<file path="src/rtl/vjtag_regbank_if.sv">
// Bundle between the virtual-JTAG shift/update stage and the regbank, plus the counter pins.
// Latency: none (wires only).
// Backpressure: none; strobes are fire-and-forget, with spacing guaranteed by the JTAG stage.
interface vjtag_regbank_if;
  logic [7:0]  jtag_addr;
  logic [7:0]  jtag_data;
  logic        jtag_we;
  logic        jtag_addr_we;
  logic [7:0]  jtag_rdata;
  logic        event_in;
  logic        cnt_en;
  logic        overflow;
  logic [31:0] count;

  // JTAG stage / event source side
  modport master (
    output jtag_addr, jtag_data, jtag_we, jtag_addr_we, event_in,
    input  jtag_rdata, cnt_en, overflow, count
  );

  // Register bank side
  modport slave (
    input  jtag_addr, jtag_data, jtag_we, jtag_addr_we, event_in,
    output jtag_rdata, cnt_en, overflow, count
  );
endinterface

</file>
<file path="src/rtl/vjtag_regbank.sv">
// Purpose: clk-domain register bank fed by tck-domain JTAG strobes; drives an event counter with snapshot.
// Latency: a write lands 3 clk edges after the strobe is first sampled; jtag_rdata follows 1 edge later.
// Backpressure: none; one write per strobe rising edge. Optional VJTAG_REGBANK_SCRATCH_EN adds scratch at 0x20-0x23.
module vjtag_regbank #(
  parameter logic [7:0] ID = 8'hC3
) (
  input  logic           clk,
  input  logic           rst_n,
  vjtag_regbank_if.slave bus
);

  localparam logic [7:0] A_ID     = 8'h00;
  localparam logic [7:0] A_CTRL   = 8'h01;
  localparam logic [7:0] A_STATUS = 8'h02;

  // Synchroniser and edge-detect flops for the two tck strobes
  logic r_we_s1, r_we_s2, r_we_d;
  logic r_aw_s1, r_aw_s2, r_aw_d;
  logic w_wr_p, w_aw_p;

  logic [7:0]  r_addr;
  logic [7:0]  w_wr_addr;
  logic [7:0]  w_wdata;
  logic        r_en;
  logic        r_ov;
  logic [31:0] r_count;
  logic [31:0] r_snap;
  logic        r_evt_d;
  logic [7:0]  r_rdata;
  logic [7:0]  w_rdata;

  logic        w_ctrl_wr, w_stat_wr;
  logic        w_soft, w_clr, w_snap, w_w1c, w_inc, w_wrap;
  logic [31:0] w_count_nxt;

`ifdef VJTAG_REGBANK_SCRATCH_EN
  logic [3:0][7:0] r_scratch;
  logic            w_scr_wr;
`endif

  // Bits of the write data not decoded in every build
  logic w_unused_ok;
  assign w_unused_ok = &{1'b0, w_wdata[7:4]};

  // Two-flop synchronisers followed by one history flop for rising-edge detection
  always_ff @(posedge clk or negedge rst_n) begin
    if (!rst_n) begin
      r_we_s1 <= 1'b0;
      r_we_s2 <= 1'b0;
      r_we_d  <= 1'b0;
      r_aw_s1 <= 1'b0;
      r_aw_s2 <= 1'b0;
      r_aw_d  <= 1'b0;
    end else begin
      r_we_s1 <= bus.jtag_we;
      r_we_s2 <= r_we_s1;
      r_we_d  <= r_we_s2;
      r_aw_s1 <= bus.jtag_addr_we;
      r_aw_s2 <= r_aw_s1;
      r_aw_d  <= r_aw_s2;
    end
  end

  assign w_wr_p  = r_we_s2 & ~r_we_d;
  assign w_aw_p  = r_aw_s2 & ~r_aw_d;
  assign w_wdata = bus.jtag_data;
  // A simultaneous address strobe redirects the write to the new address
  assign w_wr_addr = w_aw_p ? bus.jtag_addr : r_addr;

  // Write decode and next-count arithmetic with SOFT_RST > CLR > increment
  always_comb begin
    w_ctrl_wr   = w_wr_p && (w_wr_addr == A_CTRL);
    w_stat_wr   = w_wr_p && (w_wr_addr == A_STATUS);
    w_soft      = w_ctrl_wr && w_wdata[0];
    w_clr       = w_ctrl_wr && w_wdata[2];
    w_snap      = w_ctrl_wr && w_wdata[3];
    w_w1c       = w_stat_wr && w_wdata[0];
    w_inc       = bus.event_in && !r_evt_d && r_en;
    w_wrap      = w_inc && (r_count == 32'hFFFF_FFFF) && !w_clr && !w_soft;
    w_count_nxt = r_count;
    if (w_soft || w_clr) begin
      w_count_nxt = 32'd0;
    end else if (w_inc) begin
      w_count_nxt = r_count + 32'd1;
    end
  end

`ifdef VJTAG_REGBANK_SCRATCH_EN
  assign w_scr_wr = w_wr_p && (w_wr_addr[7:2] == 6'b001000);
`endif

  // Address latch, control/status state, counter and snapshot
  always_ff @(posedge clk or negedge rst_n) begin
    if (!rst_n) begin
      r_addr  <= 8'h00;
      r_en    <= 1'b0;
      r_ov    <= 1'b0;
      r_count <= 32'd0;
      r_snap  <= 32'd0;
      r_evt_d <= 1'b0;
`ifdef VJTAG_REGBANK_SCRATCH_EN
      r_scratch <= '0;
`endif
    end else begin
      r_evt_d <= bus.event_in;
      r_count <= w_count_nxt;
      if (w_aw_p) begin
        r_addr <= bus.jtag_addr;
      end
      if (w_soft) begin
        r_en   <= 1'b0;
        r_ov   <= 1'b0;
        r_snap <= 32'd0;
      end else begin
        if (w_ctrl_wr) begin
          r_en <= w_wdata[1];
        end
        // Snapshot takes the value before any same-cycle increment
        if (w_snap) begin
          r_snap <= r_count;
        end
        // A wrap in the same cycle wins over the W1C clear
        if (w_wrap) begin
          r_ov <= 1'b1;
        end else if (w_w1c) begin
          r_ov <= 1'b0;
        end
      end
`ifdef VJTAG_REGBANK_SCRATCH_EN
      if (w_soft) begin
        r_scratch <= '0;
      end else if (w_scr_wr) begin
        r_scratch[w_wr_addr[1:0]] <= w_wdata;
      end
`endif
    end
  end

  // Read mux over the latched address
  always_comb begin
    w_rdata = 8'h00;
    case (r_addr)
      A_ID:     w_rdata = ID;
      A_CTRL:   w_rdata = {6'b0, r_en, 1'b0};
      A_STATUS: w_rdata = {6'b0, r_en, r_ov};
      8'h10:    w_rdata = r_snap[7:0];
      8'h11:    w_rdata = r_snap[15:8];
      8'h12:    w_rdata = r_snap[23:16];
      8'h13:    w_rdata = r_snap[31:24];
`ifdef VJTAG_REGBANK_SCRATCH_EN
      8'h20:    w_rdata = r_scratch[0];
      8'h21:    w_rdata = r_scratch[1];
      8'h22:    w_rdata = r_scratch[2];
      8'h23:    w_rdata = r_scratch[3];
`endif
      default:  w_rdata = 8'h00;
    endcase
  end

  // Registered read data for the JTAG capture stage
  always_ff @(posedge clk or negedge rst_n) begin
    if (!rst_n) begin
      r_rdata <= 8'h00;
    end else begin
      r_rdata <= w_rdata;
    end
  end

  assign bus.jtag_rdata = r_rdata;
  assign bus.cnt_en     = r_en;
  assign bus.overflow   = r_ov;
  assign bus.count      = r_count;

endmodule
</file>
<file path="src/flat_wrapper.sv">
// flat-port wrapper written by rule: the top's interface ports become plain ports
module vjtag_regbank_flat 
#(
  parameter logic [7:0] ID = 8'hC3
)
  (clk, rst_n, bus_jtag_addr, bus_jtag_data, bus_jtag_we, bus_jtag_addr_we, bus_event_in, bus_jtag_rdata, bus_cnt_en, bus_overflow, bus_count);
  vjtag_regbank_if bus_i ();
  input  logic clk;
  input  logic rst_n;
  input wire logic [$bits(bus_i.jtag_addr)-1:0] bus_jtag_addr;
  input wire logic [$bits(bus_i.jtag_data)-1:0] bus_jtag_data;
  input wire logic [$bits(bus_i.jtag_we)-1:0] bus_jtag_we;
  input wire logic [$bits(bus_i.jtag_addr_we)-1:0] bus_jtag_addr_we;
  input wire logic [$bits(bus_i.event_in)-1:0] bus_event_in;
  output wire logic [$bits(bus_i.jtag_rdata)-1:0] bus_jtag_rdata;
  output wire logic [$bits(bus_i.cnt_en)-1:0] bus_cnt_en;
  output wire logic [$bits(bus_i.overflow)-1:0] bus_overflow;
  output wire logic [$bits(bus_i.count)-1:0] bus_count;
  assign bus_i.jtag_addr = bus_jtag_addr;
  assign bus_i.jtag_data = bus_jtag_data;
  assign bus_i.jtag_we = bus_jtag_we;
  assign bus_i.jtag_addr_we = bus_jtag_addr_we;
  assign bus_i.event_in = bus_event_in;
  assign bus_jtag_rdata = bus_i.jtag_rdata;
  assign bus_cnt_en = bus_i.cnt_en;
  assign bus_overflow = bus_i.overflow;
  assign bus_count = bus_i.count;
  vjtag_regbank #(.ID(ID)) u_core (.clk(clk), .rst_n(rst_n), .bus(bus_i));
endmodule
</file>
<file path="config.mk">
export PLATFORM = sky130hd
export DESIGN_NAME = vjtag_regbank_flat
export DESIGN_NICKNAME = d
export VERILOG_FILES = /design/src/rtl/vjtag_regbank_if.sv /design/src/rtl/vjtag_regbank.sv /design/src/flat_wrapper.sv
export SDC_FILE = /design/constraint.sdc
export NUM_CORES = 1
export LEC_CHECK = 0
export CAP_MARGIN = 25
export CORE_MARGIN = 5
export CORE_UTILIZATION = 45
export DETAILED_ROUTE_END_ITERATION = 7
export PLACE_DENSITY = 0.69
export SYNTH_ARGS = -nofsm -noshare
export SYNTH_HDL_FRONTEND = slang
export SYNTH_SLANG_ARGS = --single-unit
</file>
<file path="constraint.sdc">
create_clock -name clk -period 1.95 [get_ports clk]
set_clock_uncertainty 0.1 [all_clocks]
set_input_delay 0.39 -clock clk [delete_from_list [all_inputs] [get_ports clk]]
set_output_delay 0.39 -clock clk [all_outputs]
set_load 0.01 [all_outputs]
</file>
==> impl_metrics.ini, run 1 <==
[placement]
gp_congestion = 0.931
io_buffers = 58
placed_cell_area_um2 = 5090
hpwl_mm = 7.42
pre_cts_ws_ns = -0.433
dp_cells = 542

[synth]
synthFlopType = dfrtp_1
yosysWarnings = 0
synth_area_leaders = dfrtp_1 (55%), a22o_2 (6.2%), xor2_1 (4.7%), nor2_1 (4.0%), mux4_2 (3.3%)
synthArstFlopShare = 1.00
syn-num-nets = 361
synthesis.area_um2 = 4060
synth_area_leader_cell = dfrtp_1
seq_area_frac_synth = 0.549
synthDistinctLibCells = 52
synth_top_area_share = 0.549
synth_edf_count = 0
synth_seq_cells = 89
synth_cells = 339
syn_avg_cell_area_um2 = 12.0

[floorplan]
coreArea_um2 = 8760
start_util = 0.463
placementRows = 34
die_h_um = 105
die_w_um = 105
die-area_um2 = 11000
ios = 63

[route]
dr.pass1.iters = 4
routed.top_layer = met4
met1Wirelength_mm = 4.54
dr_wl_met3_um = 441
wl_met2_mm = 5.29
vias_per_cell = 5.62
dr_total_vias = 3168
drc_errors = 0
ant_nets = 0
drt-initial-drc-count = 260
wire_per_inst_um = 18.6
wl_mm = 10.5

[timing]
hold_slack_ns = 0.257
rsz0062_at_grt = yes
slew_headroom = 0.747
max_freq_mhz = 491
period_share = 1.04
slew_violations = 0
setup_viol = 64
layout_setup_ws_ns = -0.0865
finalCriticalPeriod_ns = 2.04
worst_pin_slew_ns = 0.380
hold_viol = 0

[critical_path]
path_class = reg2reg
worst_path_max_delay_cell = dfrtp_1
cp_max_fo = 14
end_kind = register
required_ns = 2.10
crit_arrival_ns = 2.19
start_kind = register
crit_chain = nor2b_4 > or3b_4 > o41ai_4 > buf_4 > o21a_4 > clkbuf_16 > nor2_1
critPathMaxStageDelay_ns = 0.40

[power_and_ir_drop]
ir_drop_v = 0.000400
cellPowerDensity_nw_per_um2 = 725
power.switching_uw = 991
combPwrFrac = 0.148
p_leak_uw = 0.00256
power.share.clock = 0.351
internal_power_uw = 2950
switching_share = 0.251
pwr-share-seq = 0.501

[cells_and_area]
final_cell_mix = dfrtp_1 (87), clkdlybuf4s50_1 (53), buf_4 (53), nor2_1 (39), a22o_2 (24)
fin_cells = 564
layout_commonest_cell = dfrtp_1
layout.nets = 474
n_antenna_cell = 0
drive_gt1_frac = 0.292
areaGrowthSynthToFinish_pct = 34.0
design_area_um2 = 5440
fill_cells = 721

[min_path]
hold_path.class = reg2reg

[grt]
grt_usage = 0.195
overflow = 0
antenna_found_initial = 0
grt_max_degree = 44
grt_pass1_wl_mm = 17.2
grt_pass1_vias = 3261

[status]
violations = negative setup slack
outcome = finished, violations left

[clocking]
cts_made_buffers = 9
cts_tree = done
clock_latency_ns = 0.36
clk_pin_slew_ns = 0.08
clockBufferDepth = 2
cts.sinks = 89
h-tree-depth = 3
root_buffer = clkbuf_8

[flow_run]
cap_violations = 0
## power by group through the flow
stage	Clock (uW)	Sequential (uW)	Combinational, uW
global route	1510	1990	641
finish	1380	1980	585
floorplan	0	2050	203
global placement	0	2010	575
CTS	1420	1980	588
detailed placement	0	2010	581
## logic make-up (layout without fill, tap and decap cells)
family	count (synthesis)	count (layout)	synth area share
xor+xnor	29	29	0.0626
fa+ha+maj	1	1	0.00308
buf+inv	23	140	0.0385
flops	89	89	0.549
simple gates	126	126	0.167
mux	15	15	0.0580
compound gates	56	56	0.122
## stage by stage
stage	power, uW	setup TNS (ns)	util
2_1_floorplan	2250	0	-
3_3_place_gp	2580	-24.99	0.581
3_5_place_dp	2590	-26.20	0.581
4_1_cts	3980	-3.21	0.607
5_1_grt	4130	-8.89	0.621
6_report	3940	-4.03	0.621
## repair_timing
item,CTS,global route
pin swaps,2,2
cloned,0,1
hold endpoints to repair,26,0
hold buffers,1,0
resized for setup,1,19
setup endpoints to repair,61,72
setup buffers,1,4
## path summary, 6_finish.rpt
kind | start | end | slack (ns) | depth (start not counted)
max reg2reg | u_core.r_aw_s2 | u_core.bus.count[16] | -0.09 | 7
min in group asynchronous | rst_n | u_core.r_addr[5] | 0.38 | 2
max in group asynchronous | rst_n | u_core.bus.cnt_en | 0.74 | 3
min | u_core.r_aw_s1 | u_core.r_aw_s2 | 0.26 | 0
min reg2reg | u_core.r_aw_s1 | u_core.r_aw_s2 | 0.26 | 0
max | u_core.r_aw_s2 | u_core.bus.count[16] | -0.09 | 7
## critical path: cells and delay by family, from the launching register on
family                 cells  cell delay, ns
and+or+nand+nor            3            0.58
AOI/OAI and AO/OA          2            0.48
buffers and inverters      2            0.37
DFF                        1            0.40
## Yosys cell counts (all sizes together), types with 6 or more instances
master  count
nand3      16
nand4      15
xor2       22
mux2        8
mux4        6
dfrtp      89
a22o       32
and3       10
nand2      15
inv         6
nor2       43
xnor2       7
buf        13
nor3        7
## per-layer routing
layer / track usage / up-vias
met3: 0.0345 / 14
met4: 0.0712 / 0
met5: 0 / -
li1: - / 1460
met2: 0.314 / 91
met1: 0.265 / 1603
## final cells by class
class,instances,area (um^2),share of cell area
well taps,108,135,0.0249
repair buffers,119,1130,0.207
flip-flops and latches,89,2230,0.410
multi-input cells,227,1710,0.315
clock inverters,3,65.1,0.0120
inverters,6,22.5,0.00414
clock buffers,12,145,0.0267
## state kept, by name, indices dropped and copies added (netlist names)
register               count
u_core.bus.count          32
u_core.r_snap             32
u_core.bus.jtag_rdata      8
u_core.r_addr              8
u_core.bus.cnt_en          1
u_core.bus.overflow        1
u_core.r_aw_d              1
u_core.r_aw_s1             1
u_core.r_aw_s2             1
u_core.r_evt_d             1
u_core.r_we_d              1
u_core.r_we_s1             1
u_core.r_we_s2             1
(Power assumes the default switching activity.)
==> inputs of run 2 (changes only) <==
- CTS_CLUSTER_SIZE: default -> 10
- RECOVER_POWER: default -> 100
==> run 2 against run 1 <==
  * The flow still finishes with violations (negative setup slack)
  * Via count up 0.60%
  * Utilization down 0.17 points
  * Design area down 0.28%
  * Sequential cell count unchanged
  * Sequential share of layout area up 0.11 points
  * Combinational power down 0.7%
  * First-iteration DRC count down 40%
  * Global-route usage unchanged
  * Clock power about the same
  * Sequential power about the same
==> impl_metrics.ini, run 2 (same netlist as run 1, synthesis figures left out) <==
[status]
outcome = finished, violations left
violations = negative setup slack

[placement]
io_buffers = 58
gp_congestion = 0.931
dp_cells = 542
hpwl_mm = 7.42

[critical_path]
worst_path_max_delay_cell = dfrtp_1
cp_top_family = compound AO/OA/AOI/OAI gates
start_kind = register
crit_arrival_ns = 2.19
path_class = reg2reg
cp_max_fo = 32
critPathMaxStageDelay_ns = 0.40
end_kind = register
crit_buf_inv = 1
required_ns = 2.10
crit_chain = nor2b_4 > or3b_4 > o41ai_4 > o21ai_2 > buf_12 > a22o_2

[timing]
hold_slack_ns = 0.257
finalSetupTns_ns = -4.04
slew_headroom = 0.528
finalCriticalPeriod_ns = 2.04
slew_violations = 0
period_share = 1.05
max_freq_mhz = 490
layout_setup_ws_ns = -0.0896
worst_pin_slew_ns = 0.707
hold_viol = 0
setup_viol = 64
rsz0062_at_grt = yes

[floorplan]
ios = 63
coreArea_um2 = 8760
die_w_um = 105
placementRows = 34
die-area_um2 = 11000
start_util = 0.463
die_h_um = 105

[cells_and_area]
layout.nets = 474
drive_gt1_frac = 0.292
n_antenna_cell = 0
fin_cells = 564
final_cell_mix = dfrtp_1 (87), buf_4 (53), clkdlybuf4s50_1 (50), nor2_1 (39), a22o_2 (24)
layout_commonest_cell = dfrtp_1
areaGrowthSynthToFinish_pct = 33.6

[grt]
grt_pass1_wl_mm = 17.2
grt_max_degree = 44
grt_pass1_vias = 3261
antenna_found_initial = 0
overflow = 0
grt_usage = 0.195

[route]
ant_nets = 0
drt-initial-drc-count = 157
vias_per_cell = 5.65
drc_errors = 0
dr.pass1.iters = 5
wire_per_inst_um = 18.6
dr_total_vias = 3187
wl_mm = 10.5

[power_and_ir_drop]
cellPowerDensity_nw_per_um2 = 729
ir_drop_v = 0.000402
p_leak_uw = 0.00256
power.total_uw = 3950

[flow_run]
cap_violations = 0

[clocking]
clock_latency_ns = 0.36
clockBufferDepth = 2
h-tree-depth = 3
cts.sinks = 89
clk_pin_slew_ns = 0.08
root_buffer = clkbuf_8
cts_tree = done
cts_made_buffers = 9

[min_path]
hold_path.class = reg2reg
## run 2: cell types whose count changed in the layout (fill, tap and decap cells not counted), sizes merged
cell and change:
clkdlybuf4s50 -3, dlygate4sd3 +3, buf -1, clkbuf +1
## run 2: what timing repair did
| item | CTS | global route |
|---|---|---|
| resized for setup | 1 | 19 |
| hold buffers | 1 | 0 |
| endpoints found under the hold margin | 26 | 0 |
| gates cloned | 0 | 1 |
| setup buffers | 1 | 4 |
| setup endpoints to repair | 61 | 72 |
| pin swaps | 2 | 2 |
## run 2: worst paths after layout
check | start | endpoint | slack (ns) | cells past startpoint
min in group asynchronous | rst_n | u_core.r_addr[5] | 0.50 | 2
max in group asynchronous | rst_n | u_core.bus.count[5] | 0.21 | 3
max reg2reg | u_core.r_aw_s2 | u_core.r_snap[7] | -0.09 | 6
min reg2reg | u_core.r_aw_s1 | u_core.r_aw_s2 | 0.26 | 0
min | u_core.r_aw_s1 | u_core.r_aw_s2 | 0.26 | 0
max | u_core.r_aw_s2 | u_core.r_snap[7] | -0.09 | 6
## run 2: area by class of cell
cell class / instances / area [um^2]
Fill cell: 724 / 3340
Sequential cell: 89 / 2230
Multi-Input combinational cell: 227 / 1710
Timing Repair Buffer: 119 / 1110
Clock buffer: 12 / 145
Tap cell: 108 / 135
Clock inverter: 3 / 65.1
Inverter: 6 / 22.5
## run 2: power by group
part	total (uW)	switching, uW	internal (uW)
registers	1980	57.9	1920
logic	581	300	281
clock network	1400	646	750
## run 2: metrics by stage
| stage | area [um^2] | util | setup WS, ns |
|---|---|---|---|
| after floorplan | 4060 | - | 0.0210 |
| after global routing | 5420 | 0.619 | -0.161 |
| after detailed placement | 5090 | 0.581 | -0.433 |
| final | 5420 | 0.619 | -0.0896 |
| after CTS | 5320 | 0.607 | -0.0855 |
| after global placement | 5090 | 0.581 | -0.403 |
## run 2: per-layer routing
| layer | share of wire | vias to the layer above | global-route usage |
|---|---|---|---|
| li1 | - | 1453 | - |
| met1 | 0.44 | 1624 | 0.265 |
| met2 | 0.50 | 98 | 0.314 |
| met3 | 0.039 | 12 | 0.0345 |
| met4 | 0.018 | 0 | 0.0712 |
| met5 | 0 | - | 0 |
==> inputs of run 3 (changes only) <==
- HOLD_SLACK_MARGIN: default -> 0.08
==> results of run 3 <==
No change in the layout: final DEF, timing and power equal those of run 2.
